**src/rtl/vscale_irq_csr_unit.sv**
```systemverilog
// Machine-mode trap CSRs and interrupt controller: CSR access, irq sync/pending, trap request and eret.
// CSR read is combinational; trap_valid is registered and held with a fixed cause until trap_ready.
module vscale_irq_csr_unit #(
  parameter int                 XLEN      = 32,
  parameter int                 NUM_IRQ   = 8,
  parameter logic [NUM_IRQ-1:0] EDGE_MASK = '0,
  parameter bit                 VEC_EN    = 1'b1,
  parameter logic [XLEN-1:0]    RESET_VEC = 'h100
) (
  input  logic               clk,
  input  logic               reset,
  input  logic [11:0]        csr_addr,
  input  logic [2:0]         csr_cmd,
  input  logic [XLEN-1:0]    csr_wdata,
  output logic [XLEN-1:0]    csr_rdata,
  output logic               csr_illegal,
  input  logic [NUM_IRQ-1:0] irq_in,
  input  logic [XLEN-1:0]    cur_pc,
  input  logic               exception,
  input  logic [3:0]         exception_code,
  input  logic               eret,
  output logic               trap_valid,
  input  logic               trap_ready,
  output logic [XLEN-1:0]    trap_pc,
  output logic [XLEN-1:0]    epc
);

  localparam logic [11:0] ADDR_MSTATUS = 12'h300;
  localparam logic [11:0] ADDR_MIE     = 12'h304;
  localparam logic [11:0] ADDR_MTVEC   = 12'h305;
  localparam logic [11:0] ADDR_MEPC    = 12'h341;
  localparam logic [11:0] ADDR_MCAUSE  = 12'h342;
  localparam logic [11:0] ADDR_MIP     = 12'h344;

  logic               ie, pie;
  logic [NUM_IRQ-1:0] mie;
  logic [XLEN-3:0]    mtvec_base;
  logic               mtvec_mode;
  logic [XLEN-3:0]    mepc;
  logic               mcause_int;
  logic [3:0]         mcause_code;
  logic [NUM_IRQ-1:0] sync1, sync2, sync_prev, mip_edge, mip_edge_next, mip, pend;
  logic               trap_int;
  logic [3:0]         trap_code;
  logic [3:0]         sel_idx;
  logic               addr_known, mip_wr, csr_we, accept;
  logic [XLEN-1:0]    csr_new, irq_target;
  logic               unused_pc_bits;

  assign unused_pc_bits = ^cur_pc[1:0];

  assign mip  = (sync2 & ~EDGE_MASK) | (mip_edge & EDGE_MASK);
  assign pend = mip & mie;
  assign epc  = {mepc, 2'b00};
  assign accept = trap_valid && trap_ready;

  always_comb begin
    sel_idx = '0;
    for (int i = NUM_IRQ - 1; i >= 0; i--) begin
      if (pend[i]) sel_idx = 4'(i);
    end
  end

  assign irq_target = mtvec_mode ? {mtvec_base + (XLEN-2)'(sel_idx), 2'b00}
                                 : {mtvec_base, 2'b00};

  always_comb begin
    addr_known = 1'b1;
    csr_rdata  = '0;
    case (csr_addr)
      ADDR_MSTATUS: csr_rdata = XLEN'({pie, ie});
      ADDR_MIE:     csr_rdata = XLEN'(mie);
      ADDR_MTVEC:   csr_rdata = {mtvec_base, 1'b0, mtvec_mode};
      ADDR_MEPC:    csr_rdata = {mepc, 2'b00};
      ADDR_MCAUSE: begin
        csr_rdata[XLEN-1] = mcause_int;
        csr_rdata[3:0]    = mcause_code;
      end
      ADDR_MIP:     csr_rdata = XLEN'(mip);
      default:      addr_known = 1'b0;
    endcase
  end

  // mip is only clearable from software; write and set are faults
  assign mip_wr      = (csr_addr == ADDR_MIP) && (csr_cmd[1:0] == 2'b01 || csr_cmd[1:0] == 2'b10);
  assign csr_illegal = csr_cmd[2] && (!addr_known || mip_wr);
  assign csr_we      = csr_cmd[2] && (csr_cmd[1:0] != 2'b00) && !csr_illegal;

  always_comb begin
    case (csr_cmd[1:0])
      2'b01:   csr_new = csr_wdata;
      2'b10:   csr_new = csr_rdata | csr_wdata;
      2'b11:   csr_new = csr_rdata & ~csr_wdata;
      default: csr_new = csr_rdata;
    endcase
  end

  // Clears are applied before the rising-edge set so a coincident new edge survives
  always_comb begin
    mip_edge_next = mip_edge;
    if (csr_we && csr_addr == ADDR_MIP) mip_edge_next = mip_edge & csr_new[NUM_IRQ-1:0];
    if (accept && trap_int) mip_edge_next = mip_edge_next & ~(NUM_IRQ'(1) << trap_code);
    mip_edge_next = (mip_edge_next | (sync2 & ~sync_prev)) & EDGE_MASK;
  end

  always_ff @(posedge clk) begin
    if (reset) begin
      ie          <= 1'b0;
      pie         <= 1'b0;
      mie         <= '0;
      mtvec_base  <= RESET_VEC[XLEN-1:2];
      mtvec_mode  <= 1'b0;
      mepc        <= '0;
      mcause_int  <= 1'b0;
      mcause_code <= '0;
      sync1       <= '0;
      sync2       <= '0;
      sync_prev   <= '0;
      mip_edge    <= '0;
      trap_valid  <= 1'b0;
      trap_int    <= 1'b0;
      trap_code   <= '0;
      trap_pc     <= '0;
    end else begin
      sync1     <= irq_in;
      sync2     <= sync1;
      sync_prev <= sync2;
      mip_edge  <= mip_edge_next;

      if (csr_we) begin
        case (csr_addr)
          ADDR_MIE: mie <= csr_new[NUM_IRQ-1:0];
          ADDR_MTVEC: begin
            mtvec_base <= csr_new[XLEN-1:2];
            mtvec_mode <= VEC_EN ? csr_new[0] : 1'b0;
          end
          default: ;
        endcase
      end

      if (csr_we && !accept) begin
        case (csr_addr)
          ADDR_MSTATUS: begin
            ie  <= csr_new[0];
            pie <= csr_new[1];
          end
          ADDR_MEPC: mepc <= csr_new[XLEN-1:2];
          ADDR_MCAUSE: begin
            mcause_int  <= csr_new[XLEN-1];
            mcause_code <= csr_new[3:0];
          end
          default: ;
        endcase
      end

      if (eret && !accept) begin
        ie  <= pie;
        pie <= 1'b1;
      end

      if (accept) begin
        mepc        <= cur_pc[XLEN-1:2];
        mcause_int  <= trap_int;
        mcause_code <= trap_code;
        pie         <= ie;
        ie          <= 1'b0;
      end

      // An exception may displace a held interrupt request, never the reverse
      if (accept) begin
        trap_valid <= 1'b0;
      end else if (exception && (!trap_valid || trap_int)) begin
        trap_valid <= 1'b1;
        trap_int   <= 1'b0;
        trap_code  <= exception_code;
        trap_pc    <= {mtvec_base, 2'b00};
      end else if (!trap_valid && ie && (pend != '0)) begin
        trap_valid <= 1'b1;
        trap_int   <= 1'b1;
        trap_code  <= sel_idx;
        trap_pc    <= irq_target;
      end
    end
  end

endmodule

```
**config.mk**
```make
export PLATFORM = sky130hd
export DESIGN_NAME = vscale_irq_csr_unit
export DESIGN_NICKNAME = d
export VERILOG_FILES = /design/src/rtl/vscale_irq_csr_unit.sv
export SDC_FILE = /design/constraint.sdc
export NUM_CORES = 1
export LEC_CHECK = 0
export ABC_CLOCK_PERIOD_IN_PS = 3100
export CORE_UTILIZATION = 49
export DETAILED_ROUTE_END_ITERATION = 10
export PLACE_DENSITY = 0.83
export SYNTH_ARGS = -nofsm -noshare
export SYNTH_HDL_FRONTEND = slang
export SYNTH_SLANG_ARGS = --single-unit
```
**constraint.sdc**
```tcl
create_clock -name clk -period 3.1 [get_ports clk]
set_clock_uncertainty 0.05 [all_clocks]
set_input_delay 0.62 -clock clk [delete_from_list [all_inputs] [get_ports clk]]
set_output_delay 0.62 -clock clk [all_outputs]
set_load 0.1 [all_outputs]
```
==> impl_metrics.csv <==
group,metric,value,unit
synthesis,synth_top_area_cell,"dfxtp_1",
power,power_leakage,4.449,nW
sta,period_minus_slack,3035,ps
die,coreArea,13880,um^2
die,floorplan.initialDensity,50.41,%
synthesis,synth-simple-area-share,19.58,%
final_layout,num_antenna_cells,0,
cts,htreeDepth,4,
final_layout,stdcell_count,1232,
cts,cts_tree,"yes",
cts,postCtsHoldBufs,0,
global_route,grt_antenna_before_repair,0,
synthesis,yosysSeqAreaShare,36.62,%
detailed_routing,dr.pass1.iters,8,
sta,fin_hold_ws,384.0,ps
worst_hold_path,hp-start,"sync1[4]",
die,fp-row-count,43,
job,cap_viol_max_count,0,
synthesis,synthesis.area,6997,um^2
synthesis,ys_ff_latch,128,
sta,setup_viol_count_final,0,
placed_design,dpl_cell_area,9814,um^2
cts,root_buffer,"clkbuf_16",
final_layout,mostFrequentLayoutCells,"138 x buf_4, 128 x dfxtp_1, 86 x a22o_1",
synthesis,synth.top_cell.area_share,36.62,%
final_layout,final_util,75.19,%
power,powerDensity,425.2,nW/um^2
worst_setup_path,critPathArrivalTime,2360,ps
placed_design,dp_slack,-185.7,ps
detailed_routing,avgRoutedWirePerCell,19.33,um
synthesis,synth_fa_ha_area_share,1.717,%
detailed_routing,vias,7640,
sta,max_freq,0.3295,GHz
synthesis,synth_xor_area_share,2.754,%
die,io_pins,194,
placed_design,place_inst,1196,
synthesis,yosys_warnings,0,
final_layout,final_common_cell,"buf_4",
worst_setup_path,required,2430,ps
power,ir_drop,0.0004683,V
worst_setup_path,crit_type,"input pin to output pin",
global_route,grt_pass1_wl,36730,um
synthesis,ys_async_sr_fraction,0,%
synthesis,syn_area_per_cell,8.638,um^2
sta,finalSetupTns,0,ps
power,swShare,31.71,%
final_layout,syn_to_final_growth,49.18,%
worst_setup_path,end_kind,"output pin",
power,p_int,3.031,mW
placed_design,gp_congestion,1.020,
worst_setup_path,critPathMaxFanout,2,
worst_setup_path,r2r_start,"mie[6]",
detailed_routing,drtIter0Drc,816,
final_layout,nets,1149,
synthesis,muxShareOfSynthArea,2.611,%
sta,period_share,97.90,%
global_route,gr-total-overflow,0,
synthesis,synth_edf_count,0,
synthesis,synth_cells,810,
final_layout,drive_gt1_share,24.43,%
run_status,status,"finished clean",
detailed_routing,drc,0,
synthesis,synth-compound-area-share,31.06,%
worst_hold_path,min_path_type,"flop to flop",
detailed_routing,ant_nets,0,
power,clkPwrFrac,38.3,%
sta,tightest_slew,515.4,ps
sta,slew_viol_final,0,
power,seq_power_share,39.6,%
synthesis,synth_cell_types,63,
detailed_routing,via_per_inst,6.201,
die,die_area,14760,um^2
cts,cts_sinks,128,
sta,grt_setup_unrepaired,"no",
detailed_routing,wl,23810,um
power,total_power,4.438,mW
power,p_sw,1.407,mW
power,combPwrFrac,22.2,%
cts,cts_buffer_depth,2,
die,die_h,121.5,um
global_route,grt_usage,32.58,%
die,die_w,121.5,um
worst_setup_path,crit_start,"csr_addr[2]",
placed_design,dpl.hpwl,17690,um
final_layout,fin_area,10440,um^2
worst_setup_path,start_kind,"input pin",
sta,hold_viol,0,
global_route,grt_pass1_vias,6924,
cts,cts_buffers,17,
synthesis,synth_flop_cell,"dfxtp_1",
sta,worst_slack,65.25,ps
synthesis,synth_top_family_by_area,"compound AO/OA/AOI/OAI gates",
sta,slew_headroom,65.32,%
global_route,grt_max_degree,52,
synthesis,yosys-top-cells-area,"dfxtp_1 37%, a22o_1 11%, nand2_1 3.4%",
cts,clock_latency,420,ps
placed_design,placement.io_buffers,187,
cts,clkSlewWorstSetupHoldPaths,50,ps
## power by group through the flow
stage	sequential [mW]	clock, mW	combinational [mW]
detailed placement	1.79	0	0.969
global route	1.76	1.78	1.03
finish	1.76	1.70	0.984
floorplan	2.11	0	0.303
global placement	1.79	0	0.957
CTS	1.75	1.70	0.972
## synthesized netlist by cell type (15+ instances only)
library cell  instances
a211oi_1             31
a21o_1               27
a221oi_1             17
a22o_1               87
a31oi_1              31
clkbuf_1             46
dfxtp_1             128
inv_1                30
mux2i_1              16
nand2_1              64
nand3_1              26
nor2_1               50
nor2b_1              25
nor3_1               15
xor2_1               18
## repair_timing
| item | CTS | global route |
|---|---|---|
| resized for setup | 10 | 20 |
| setup endpoints to repair | 30 | 33 |
| pin swaps | 3 | 5 |
| buffers inserted | 4 | 5 |
| cloned | 0 | 0 |
| endpoints found under the hold margin | 0 | 0 |
## critical path: stages
cell and delay, ps:
clkdlybuf4s50_1 490, or3b_4 390, or3_4 370, o211ai_1 280, buf_12 220
## layer usage
layer  track usage [%]  wire (um)
met3             6.579       2152
met2             50.07      10890
met4             13.66        674
met5                 0          0
met1             44.12      10100
## cells by family (layout without fill, tap and decap cells)
| kind of cell | Yosys count | count (layout) |
|---|---|---|
| mux | 18 | 18 |
| other cells | 1 | 4 |
| compound gates | 278 | 278 |
| xor+xnor | 22 | 22 |
| flops | 128 | 128 |
| simple gates | 259 | 259 |
| buf+inv | 95 | 334 |
| fa+ha+maj | 9 | 9 |
## final timing paths
kind                                      to  slack, ps  cells past startpoint
worst max-delay path            csr_rdata[3]         70                      5
worst max register to register    trap_pc[8]        170                     12
worst min register to register        mip[4]        380                      1
worst min-delay path                  mip[4]        380                      1
## sequential cells by signal, indices dropped and copies added, names as in the netlist, 4 cells and up
register     cells
mtvec_base      30
mip              8
mie              8
trap_pc         30
mepc            30
mcause_code      4
trap_code        4
sync1            8
## cell type report
type,count,area [um^2]
repair buffers,277,2875
clock buffers,20,436.7
inverters,30,131.4
flip-flops and latches,128,2562
multi-input cells,590,4161
clock inverters,7,45.04
well taps,180,225.2
fillers,1007,3443
(Power assumes the default switching activity.)
